==> src/rtl/arith_pkg.sv <==
// Shared definitions for the synthetic arithmetic suite: divider FSM states and default widths.
package arith_pkg;

  typedef enum logic [1:0] {
    ST_IDLE = 2'd0,
    ST_BUSY = 2'd1,
    ST_DONE = 2'd2
  } div_state_t;

  localparam int DIV_DIVIDEND_W = 16;
  localparam int DIV_DIVISOR_W  = 8;

endpackage

==> src/rtl/div_restore_step.sv <==
// One restoring-division iteration: shift the next dividend bit into the partial remainder
// and subtract the divisor when it fits.
module div_restore_step #(
  parameter int DIVISOR_W = 8
) (
  input  logic [DIVISOR_W:0]   r_in,
  input  logic                 q_msb,
  input  logic [DIVISOR_W-1:0] divisor,
  output logic [DIVISOR_W:0]   r_out,
  output logic                 q_bit
);

  // The incoming remainder is always below the divisor, so the widened trial never loses a bit.
  logic [DIVISOR_W+1:0] w_trial;
  logic [DIVISOR_W+1:0] w_div_ext;

  assign w_trial   = {r_in, q_msb};
  assign w_div_ext = {2'b00, divisor};
  assign q_bit     = (w_trial >= w_div_ext);
  assign r_out     = q_bit ? (DIVISOR_W+1)'(w_trial - w_div_ext) : (DIVISOR_W+1)'(w_trial);

endmodule

==> src/rtl/div_16x8_restoring_seq.sv <==
// Sequential unsigned restoring divider with valid/ready operand and result handshakes.
// One iteration per cycle reusing a single div_restore_step; one operation in flight.
module div_16x8_restoring_seq
  import arith_pkg::*;
#(
  parameter int DIVIDEND_W = DIV_DIVIDEND_W,
  parameter int DIVISOR_W  = DIV_DIVISOR_W
) (
  input  logic                  clk,
  input  logic                  rst,
  input  logic                  in_valid,
  output logic                  in_ready,
  input  logic [DIVIDEND_W-1:0] dividend,
  input  logic [DIVISOR_W-1:0]  divisor,
  output logic                  out_valid,
  input  logic                  out_ready,
  output logic [DIVIDEND_W-1:0] quotient,
  output logic [DIVISOR_W-1:0]  remainder,
  output logic                  div_by_zero
);

  localparam int CNT_W = $clog2(DIVIDEND_W + 1);

  div_state_t            r_state;
  logic [DIVIDEND_W-1:0] r_q;
  logic [DIVISOR_W:0]    r_r;
  logic [DIVISOR_W-1:0]  r_div;
  logic [CNT_W-1:0]      r_cnt;
  logic                  r_dbz;

  logic [DIVISOR_W:0]    w_r_next;
  logic                  w_q_bit;

  // r_q starts as the dividend and fills with quotient bits from the LSB as dividend bits leave the MSB.
  div_restore_step #(.DIVISOR_W(DIVISOR_W)) u_step (
    .r_in    (r_r),
    .q_msb   (r_q[DIVIDEND_W-1]),
    .divisor (r_div),
    .r_out   (w_r_next),
    .q_bit   (w_q_bit)
  );

  always_ff @(posedge clk) begin
    if (rst) begin
      r_state <= ST_IDLE;
      r_q     <= '0;
      r_r     <= '0;
      r_div   <= '0;
      r_cnt   <= '0;
      r_dbz   <= 1'b0;
    end else begin
      case (r_state)
        ST_IDLE: begin
          if (in_valid) begin
            r_r   <= '0;
            r_cnt <= '0;
            if (divisor != '0) begin
              r_q     <= dividend;
              r_div   <= divisor;
              r_state <= ST_BUSY;
            end else begin
              r_q     <= '1;
              r_div   <= '0;
              r_dbz   <= 1'b1;
              r_state <= ST_DONE;
            end
          end
        end
        ST_BUSY: begin
          r_r   <= w_r_next;
          r_q   <= {r_q[DIVIDEND_W-2:0], w_q_bit};
          r_cnt <= r_cnt + CNT_W'(1);
          if (r_cnt == CNT_W'(DIVIDEND_W - 1))
            r_state <= ST_DONE;
        end
        ST_DONE: begin
          if (out_ready) begin
            r_dbz   <= 1'b0;
            r_state <= ST_IDLE;
          end
        end
        default: r_state <= ST_IDLE;
      endcase
    end
  end

  assign in_ready    = (r_state == ST_IDLE);
  assign out_valid   = (r_state == ST_DONE);
  assign quotient    = r_q;
  assign remainder   = r_r[DIVISOR_W-1:0];
  assign div_by_zero = r_dbz;

endmodule

==> config.mk <==
export PLATFORM = sky130hd
export DESIGN_NAME = div_16x8_restoring_seq
export DESIGN_NICKNAME = d
export VERILOG_FILES = /design/src/rtl/arith_pkg.sv /design/src/rtl/div_restore_step.sv /design/src/rtl/div_16x8_restoring_seq.sv
export SDC_FILE = /design/constraint.sdc
export NUM_CORES = 1
export LEC_CHECK = 0
export ABC_AREA = 1
export BUFFER_PORTS_ARGS = -buffer_cell sky130_fd_sc_hd__buf_4
export CAP_MARGIN = 20
export CORE_ASPECT_RATIO = 1.4
export CORE_MARGIN = 5
export CORE_UTILIZATION = 55
export DETAILED_ROUTE_END_ITERATION = 8
export PLACE_DENSITY_LB_ADDON = 0.3
export SLEW_MARGIN = 20
export SYNTH_ARGS = -nofsm -noshare
export SYNTH_HDL_FRONTEND = slang
export SYNTH_SLANG_ARGS = --single-unit
==> constraint.sdc <==
create_clock -name clk -period 3.4 [get_ports clk]
set_input_delay 0.34 -clock clk [delete_from_list [all_inputs] [get_ports clk]]
set_output_delay 0.34 -clock clk [all_outputs]
set_load 0.005 [all_outputs]
**Yosys cells after proc, flatten, opt, wreduce, memory -nomap -nowiden**

Cells that the tools add are included.
W data, S select, Z words.

- Word-level logic and storage cells: 42
- Memories: 0
- Register bits: 41
- Bits in writable memories: 0
- ROM bits: 0
- Bits in latches: 0

- Reductions and logical operators: 8
- Multiplexer cells: 18
- Divide/modulo/power cells: 0
- Equal/unequal tests: 7
- Bitwise gates (word level): 0
- Add/sub/neg operators: 2
- Multipliers: 0
- Shift-type cells: 0
- Order comparisons: 1

Operators with widths:

| operator | number |
|---|---|
| $mux W16 | 2 |
| $pmux W16 S2 | 1 |
| $mux W9 | 2 |
| $pmux W9 S2 | 1 |
| $ge A10 B8 Y1 | 1 |
| $pmux W5 S2 | 1 |
| $sub A9 B8 Y9 | 1 |
| $mux W2 | 4 |
| $mux W8 | 1 |
| $reduce_bool A8 Y1 | 1 |
| $ne A2 B2 Y1 const B | 3 |
| $pmux W2 S3 | 1 |
| $add A5 B1 Y5 const B | 1 |
| $eq A5 B4 Y1 const B | 1 |
| $mux W5 | 1 |
| $reduce_and A2 Y1 | 2 |
| $reduce_and A4 Y1 | 1 |
| $reduce_bool A2 Y1 | 2 |
| $mux W1 | 3 |
| $reduce_and A3 Y1 | 1 |
| $eq A2 B1 Y1 const B | 1 |
| $eq A2 B2 Y1 const B | 1 |
| $logic_not A2 Y1 | 1 |
| $ne A2 B1 Y1 const B | 1 |
| $pmux W1 S2 | 1 |

**Depth between registers and ports, before layout**

Gate-level depths: netlist of the first run.

- Depth in word-level cells: 4
- Depth in mapped cells: 12

**Hierarchy**

From an unflattened synthesis of the first run, not the netlist that was laid out.

- Cell total of the unflattened synthesis: 387
- Area, all modules: 2632.5 sq um

Modules (own cells, without submodules):

| module | seq. area each (sq um) | cells each | area each (sq um) | instances |
|---|---|---|---|---|
| div_16x8_restoring_seq | 820.8 | 268 | 1966.9 | 1 |
| div_restore_step | 0.0 | 119 | 665.6 | 1 |

**Worst setup path after synthesis of the first run**

OpenSTA, ideal clock, no wires.

- Kind: reg2reg
- Start point: reg r_q[15] (netlist: quotient[15])
- End point: reg r_r[7]
- Slack: 1.574 ns
- Clock period less this slack: 1.826 ns
- Setup time: 0.140 ns
- Required time: 3.260 ns
- Stages on the path, launching flop included: 12
- Arrival: 1.685 ns
- Cell sequence: dfxtp_1 inv_1 ha_1 fa_1 nor2_4 nor2_4 nor2_4 nor2_8 inv_8 nand3_1 nand2_1 a21oi_2

- Cells in the longest elaborated chain, start to end: 3
- Elaborated cells between the ends (all ways): 4

RTL lines:

| item | line | text |
|---|---|---|
| start, declared | div_16x8_restoring_seq.sv:25 | `logic [DIVIDEND_W-1:0] r_q;` |
| start signal, assigned | div_16x8_restoring_seq.sv:58 | `r_q <= dividend;` |
| start signal, assigned | div_16x8_restoring_seq.sv:71 | `r_q <= {r_q[DIVIDEND_W-2:0], w_q_bit};` |
| $sub A9 B8 Y9 / $ge A10 B8 Y1 (equally long branches) | div_restore_step.sv:20, div_restore_step.sv:19 |  |
| $mux W9 * | div_restore_step.sv:20 | `assign r_out = q_bit ? (DIVISOR_W+1)'(w_trial - w_div_ext) : (DIVISOR_W+1)'(w_trial);` |
| $pmux W9 S2 * | div_16x8_restoring_seq.sv:52 | `case (r_state)` |
| end signal, assigned | div_16x8_restoring_seq.sv:70 | `r_r <= w_r_next;` |
| end, declared | div_16x8_restoring_seq.sv:26 | `logic [DIVISOR_W:0] r_r;` |

Every way passes the cells marked *; elsewhere a longest branch is shown, timed or not.
A chain may end at the register's enable or synchronous reset.

**Worst setup path in the final report of the first run**

- Start point: reg r_state[1]
- End point: reg r_cnt[2]

- Cells in the longest elaborated chain, start to end: 3
- Elaborated cells between the ends (all ways): 6

RTL lines:

| item | line | text |
|---|---|---|
| start, declared | div_16x8_restoring_seq.sv:24 | `div_state_t r_state;` |
| start signal, assigned | div_16x8_restoring_seq.sv:45 | `r_state <= ST_IDLE;` |
| start signal, assigned | div_16x8_restoring_seq.sv:60 | `r_state <= ST_BUSY;` |
| start signal, assigned | div_16x8_restoring_seq.sv:65 | `r_state <= ST_DONE;` |
| $eq A2 B1 Y1 / $logic_not A2 Y1 (equally long branches) | div_16x8_restoring_seq.sv:52 |  |
| $reduce_bool A2 Y1 (no source line) / $ne A2 B2 Y1 (equally long branches) | n/a |  |
| $reduce_and A2 Y1 (no source line) | n/a |  |
| end signal, assigned | div_16x8_restoring_seq.sv:72 | `r_cnt <= r_cnt + CNT_W'(1);` |
| end, declared | div_16x8_restoring_seq.sv:28 | `logic [CNT_W-1:0] r_cnt;` |

Parallel ways exist; a longest one is shown, timed or not.

==> results.json, run 1 <==
{
  "status": "completed",
  "start_kind": "flip-flop",
  "critPathBufInv": 2,
  "muxShareOfSynthArea_pct": 0,
  "synth_simple_gate_area_share_pct": 31.0,
  "grt_overflow_total": 0,
  "dp.cells": 461,
  "fill_cells": 461,
  "fmax_ghz": 0.455,
  "synth-async-reset-ratio_pct": 0,
  "start_util_pct": 56.0,
  "avgSynthCellArea_um2": 7.38,
  "antenna_found_initial": 0,
  "ys_types": 32,
  "powerDensity_nw_per_um2": 1030,
  "ys_ff_latch": 41,
  "clkTransAtPathRegs_ns": 0.09,
  "power_leakage_nw": 1.42,
  "grt_pass1_wl_mm": 9.85,
  "cts_buffers": 5,
  "yosys.area_share.adder_pct": 5.39,
  "post-route-drc-count": 0,
  "rsz0062_at_grt": "false",
  "hold_violations": 0,
  "clock_path_buffers": 2,
  "cts_tree": "yes",
  "synth-seq-area-share_pct": 30.5,
  "synth_edf_count": 0,
  "routed_wl_mm": 5.63,
  "cts_root_buf": "clkbuf_8",
  "dieArea_um2": 6420,
  "io_pins": 55,
  "cp-end-kind": "flip-flop",
  "drtPass1Iterations": 4,
  "critPathRequiredTime_ns": 3.61,
  "synth_nets": 404,
  "min_path_type": "in2reg",
  "clkLatencyLatePin_ns": 0.30,
  "ys.flop_type": "dfxtp_1",
  "crit_path_top_delay_cell": "nor2_8",
  "syn_area_um2": 2690,
  "cts.sinks": 41,
  "synth_cells": 365,
  "post-route-period-util_pct": 64.7,
  "ys_top_cells_by_count": "nand2_1, inv_1, dfxtp_1, nor2_1",
  "syn_to_final_growth_pct": 16.2,
  "yosysWarnings": 0,
  "yosysMostFrequentCell": "nand2_1",
  "diodes": 0,
  "crit_fanout": 44,
  "synthTopCellsByArea": "dfxtp_1, nand2_1, inv_1, a21oi_2, ha_1",
  "instances_no_fill": 469,
  "worst_slew_pin_slew_ns": 0.778,
  "slowest_delay_ns": 0.60,
  "drt-initial-drc-count": 82,
  "synth_xor_area_share_pct": 0.976,
  "cts_hold_buf": 0,
  "path_cells": "inv_2 > nand2_2 > inv_2 > nor2_8 > nand2_1 > a221oi_1",
  "max_slew_margin_pct": 48.1,
  "fp.coreArea_um2": 4800,
  "ir_drop_mv": 0.524,
  "cp_common_cell": "inv_2",
  "min_period_ns": 2.20,
  "cap_violations": 0,
  "setup_viol": 0,
  "vias": 2341,
  "grt_max_degree": 45,
  "yosysTopAreaCell": "dfxtp_1",
  "vias_per_cell": 4.99,
  "gp_congestion": 0.784,
  "design_area_um2": 3130,
  "die_h_um": 92.8,
  "synth_top_family_by_area": "simple AND/OR/NAND/NOR gates",
  "h-tree-depth": 2,
  "synth-compound-area-share_pct": 18.1,
  "grt_pass1_vias": 2293,
  "layout-drive-gt1-share_pct": 33.1,
  "io_buffers": 54,
  "dp_hpwl_mm": 4.26,
  "grt_usage_pct": 18.5,
  "cpLargestDelayFamily": "simple AND/OR/NAND/NOR gates",
  "finalSetupTns_ns": 0,
  "skew_ns": 0.0164,
  "nets": 443,
  "cts_setup_buffers": 0,
  "worst_ep_arrival_time_ns": 2.41,
  "maxSlewViolCount": 0,
  "ant_nets": 0,
  "dpl_cell_area_um2": 3010,
  "synthDominantCellAreaShare_pct": 30.5,
  "ctsResizeCount": 0,
  "fp.dieW_um": 69.1,
  "post_drt_wl_per_cell_um": 12.0,
  "critPathKind": "reg2reg",
  "rows": 30
}
-- kinds of logic after synthesis --
| group | count (synthesis) |
|---|---|
| compound gates | 73 |
| xor+xnor | 3 |
| fa+ha+maj | 11 |
| buf+inv | 77 |
| flops | 41 |
| simple gates | 160 |
-- sequential cells by signal, indices dropped and copies added (netlist names) --
register	count
r_state	2
div_by_zero	1
r_cnt	5
quotient	16
r_r	9
r_div	8
-- worst register-to-register path: stages, from the launching register on --
cell	delay [ns]
dfxtp_1	0.39
inv_2	0.07
nand2_2	0.30
inv_2	0.36
nor2_8	0.61
nand2_1	0.13
a221oi_1	0.26
-- routing by layer --
metal | part of all wire [%] | vias to the layer above | wire [um] | track usage, %
met5 | 0 | - | 0 | 0
met4 | 1.3 | 0 | 71 | 5.86
met3 | 4.7 | 6 | 262 | 3.91
met2 | 51 | 44 | 2850 | 33.9
met1 | 44 | 1057 | 2450 | 21.1
li1 | - | 1234 | - | -
-- cell type report --
| type | instances | area (um2) | area share (%) |
|---|---|---|---|
| tap | 64 | 80.1 | 2.56 |
| multi-input combinational | 247 | 1490 | 47.7 |
| sequential | 41 | 821 | 26.2 |
| timing repair buffer | 54 | 405 | 13.0 |
| inverter | 55 | 214 | 6.84 |
| clock inverter | 3 | 46.3 | 1.48 |
| clock buffer | 5 | 68.8 | 2.20 |
-- path summary, 6_finish.rpt --
path	startpoint	endpoint	slack [ns]	cells after the start
setup / recovery	r_state[1]	r_cnt[2]	1.20	6
hold / removal	divisor[2]	r_div[2]	0.30	3
setup reg to reg	r_state[1]	r_cnt[2]	1.20	6
hold reg to reg	div_by_zero	div_by_zero	0.46	2
-- placed cells by master, fill, tap and decap left out, types with 2 or more instances in the layout --
| master | synthesis | final |
|---|---|---|
| nor2_4 | 4 | 4 |
| nand3_1 | 5 | 5 |
| a21oi_2 | 20 | 20 |
| ha_1 | 10 | 10 |
| nand3_2 | 9 | 9 |
| nor2_8 | 3 | 3 |
| nand4_1 | 5 | 5 |
| o21ai_0 | 15 | 15 |
| o31ai_1 | 15 | 15 |
| nor3_1 | 3 | 3 |
| inv_1 | 49 | 49 |
| nand2_1 | 72 | 72 |
| nor2_1 | 30 | 30 |
| nor2_2 | 14 | 14 |
| buf_4 | 12 | 54 |
| dfxtp_1 | 41 | 41 |
| clkbuf_8 | 0 | 5 |
| nand2_2 | 13 | 13 |
| xor2_1 | 2 | 2 |
| inv_2 | 5 | 5 |
| a21oi_1 | 20 | 20 |
-- stage by stage --
step           power (mW)  util (%)  hold WS [ns]  setup slack, ns
2_1_floorplan        2.47         -         0.419             1.57
3_3_place_gp         2.81      62.7         0.448             1.30
3_5_place_dp         2.83      62.7         0.453             1.21
4_1_cts              3.24      65.1         0.289             1.19
5_1_grt              3.52      65.1         0.286             1.00
6_report             3.21      65.1         0.297             1.20
-- power breakdown --
| group | total (mW) | switching, mW | internal, mW | leakage, nW |
|---|---|---|---|---|
| Combinational | 2.10 | 1.31 | 0.795 | 1.03 |
| Clock | 0.395 | 0.175 | 0.220 | 0.0543 |
| Sequential | 0.715 | 0.114 | 0.601 | 0.336 |
Power figures use the tool's default switching activity.
==> run 2, diff against run 1 <==
Settings changed: ABC_AREA 1 to 0, CORE_UTILIZATION 55 to 48.
Clock period 3.4 ns to 1.9 ns, I/O delays scaled along.
==> results.json, run 2 <==
{
  "h-tree-depth": 2,
  "status": "finished with violations",
  "yosys.area_share.adder_pct": 6.35,
  "final_cell_mix": "buf_4, nand2_1, dfxtp_1, a21oi_1, nor2_1",
  "setup_viol": 3,
  "fp.dieW_um": 68.3,
  "cts_hold_buf": 0,
  "multi_input_area_um2": 1390,
  "path_cells": "ha_4 > a21oi_2 > o21ai_2 > or3_4 > or3_1 > a32o_1",
  "grt_pass1_wl_mm": 10.1,
  "syn_area_um2": 2290,
  "critPathRequiredTime_ns": 2.09,
  "diodes": 0,
  "cpLargestDelayFamily": "simple AND/OR/NAND/NOR gates",
  "post_drt_wl_per_cell_um": 15.2,
  "synth-async-reset-ratio_pct": 0,
  "rsz0062_at_grt": "true",
  "clkPwrFrac_pct": 19.1,
  "syn_to_final_growth_pct": 36.0,
  "timing.hold.ws_ns": 0.131,
  "drtPass1Iterations": 4,
  "ys_top_cells_by_count": "nand2_1, dfxtp_1, a21oi_1, nor2_1, o221ai_1",
  "intPower_mw": 2.49,
  "fmax_ghz": 0.509,
  "cts_root_buf": "clkbuf_8",
  "start_kind": "flip-flop",
  "crit_path_top_delay_cell": "or3_4",
  "clkLatencyLatePin_ns": 0.30,
  "ant_nets": 0,
  "rows": 29,
  "powerDensity_nw_per_um2": 1260,
  "io_buffers": 54,
  "combPwrFrac_pct": 53.6,
  "start_util_pct": 50.0,
  "synth-seq-area-share_pct": 35.9,
  "vias": 2269,
  "grt_overflow_total": 0,
  "yosysMostFrequentCell": "nand2_1",
  "gp_congestion": 0.944,
  "avgSynthCellArea_um2": 8.19,
  "final_common_cell": "buf_4",
  "dp_hpwl_mm": 4.59,
  "synthDominantCellAreaShare_pct": 35.9,
  "io_pins": 55,
  "skew_ns": 0.00830,
  "power.switching_mw": 1.41,
  "cts_buffers": 5,
  "seqCellArea_um2": 830,
  "max_slew_margin_pct": 56.2,
  "largest_reg_flops": 16,
  "synth_edf_count": 0,
  "switching_share_pct": 36.2,
  "maxSlewViolCount": 0,
  "drt-initial-drc-count": 116,
  "cap_violations": 0,
  "dieArea_um2": 6260,
  "grt_usage_pct": 20.7,
  "nets": 382,
  "critPathKind": "reg2reg",
  "fp.coreArea_um2": 4570,
  "clock_path_buffers": 2,
  "layout-drive-gt1-share_pct": 38.4,
  "cp-end-kind": "flip-flop",
  "synth_xor_area_share_pct": 0.766,
  "dp_slack_ns": -0.152,
  "slowest_delay_ns": 0.42,
  "cts.sinks": 41,
  "yosysTopAreaCell": "dfxtp_1",
  "critPathBufInv": 0,
  "grt_max_degree": 35,
  "synth_nets": 318,
  "ys_types": 49,
  "worst_ep_arrival_time_ns": 2.15,
  "vias_per_cell": 5.59,
  "muxShareOfSynthArea_pct": 1.48,
  "die_h_um": 91.7,
  "routed_wl_mm": 6.16,
  "crit_fanout": 8,
  "synth-compound-area-share_pct": 26.6,
  "clkTransAtPathRegs_ns": 0.09,
  "synth_top_family_by_area": "compound AO/OA/AOI/OAI gates",
  "synth_simple_gate_area_share_pct": 20.0,
  "worst_slew_pin_slew_ns": 0.654,
  "post-route-drc-count": 0,
  "ir_drop_mv": 0.700,
  "violations": "setup timing",
  "post-route-period-util_pct": 103,
  "cts_tree": "yes",
  "fill_cells": 418,
  "ys.flop_type": "dfxtp_1",
  "yosysWarnings": 0,
  "p_seq_share_pct": 27.4,
  "min_period_ns": 1.96,
  "synth_cells": 279,
  "ys_ff_latch": 41,
  "power_leakage_nw": 1.24,
  "grt_pass1_vias": 2184,
  "fin_ws_ns": -0.0644,
  "hold_violations": 0,
  "antenna_found_initial": 0,
  "min_path_type": "in2reg",
  "synthTopCellsByArea": "dfxtp_1, nand2_1, a21oi_1, o221ai_1, ha_1"
}
## run 2: cell count changes after synthesis, sizes merged, moves of 5 or more
cell    change
nand3      -13
nand2      -38
o31ai      -13
inv        -45
o221ai     +16
clkbuf      +7
nand2b      +5
o211ai      +8
nor2       -31
o21ai       -8
## run 2: worst reg2reg max path, delay by kind of cell (launching register included)
kind	cells	cell delay, ns
and+or+nand+nor	2	0.79
AOI/OAI and AO/OA	3	0.46
DFF	1	0.35
adders and majority gates	1	0.26
## run 2: layout make-up
class / count / area share [%]
clock buffer: 6 / 2.66
inverter: 10 / 1.21
tap: 62 / 2.50
sequential: 41 / 26.7
clock inverter: 2 / 1.21
multi-input combinational: 202 / 44.8
timing repair buffer: 83 / 21.0
## run 2: logic make-up (layout without fill, tap and decap cells)
kind of cell / after synthesis / in the layout
multiplexers: 3 / 3
adder cells (fa/ha/maj): 11 / 11
flip-flops: 41 / 41
AND/OR/NAND/NOR: 96 / 96
XOR/XNOR: 2 / 2
buffers and inverters: 36 / 101
AO/OA/AOI/OAI: 90 / 90
## run 2: power by group through the flow
stage                     registers, mW  clock network [mW]  logic (mW)
after floorplan                    1.08                   0        1.35
after global placement             1.08                   0        1.80
after global routing               1.09               0.789        2.27
after detailed placement           1.09                   0        1.85
after CTS                          1.07               0.761        1.98
final                              1.07               0.745        2.09
## run 2: timing repair
item,CTS,global route
buffers inserted,3,1
gates resized for setup,4,5
setup endpoints to repair,10,9
cloned,0,0
pin swaps,5,3
## run 2: worst paths after layout
kind	to	slack (ns)	cells after the start	from
min	r_div[6]	0.13	3	divisor[6]
max	r_r[1]	-0.06	6	r_r[4]
max reg2reg	r_r[1]	-0.06	6	r_r[4]
min reg2reg	r_div[2]	0.46	2	r_div[2]
## run 2: through the flow
step,util (%),TNS (ns),total power [mW],std cells,cell area [um2]
detailed placement,63.9,-1.17,2.94,394,2920
floorplan,-,0,2.43,279,2390
CTS,67.5,-0.0228,3.81,405,3090
global route,68.0,-0.618,4.14,406,3110
finish,68.0,-0.143,3.91,406,3110
global placement,63.9,-0.655,2.88,394,2920
## run 2: per-layer routing
| metal | up-vias | GRT usage (%) | part of all wire [%] |
|---|---|---|---|
| met4 | 0 | 7.46 | 3.0 |
| met5 | - | 0 | 0 |
| met1 | 1063 | 24.1 | 38 |
| met3 | 14 | 6.48 | 6.8 |
| met2 | 67 | 34.7 | 52 |
| li1 | 1125 | - | - |
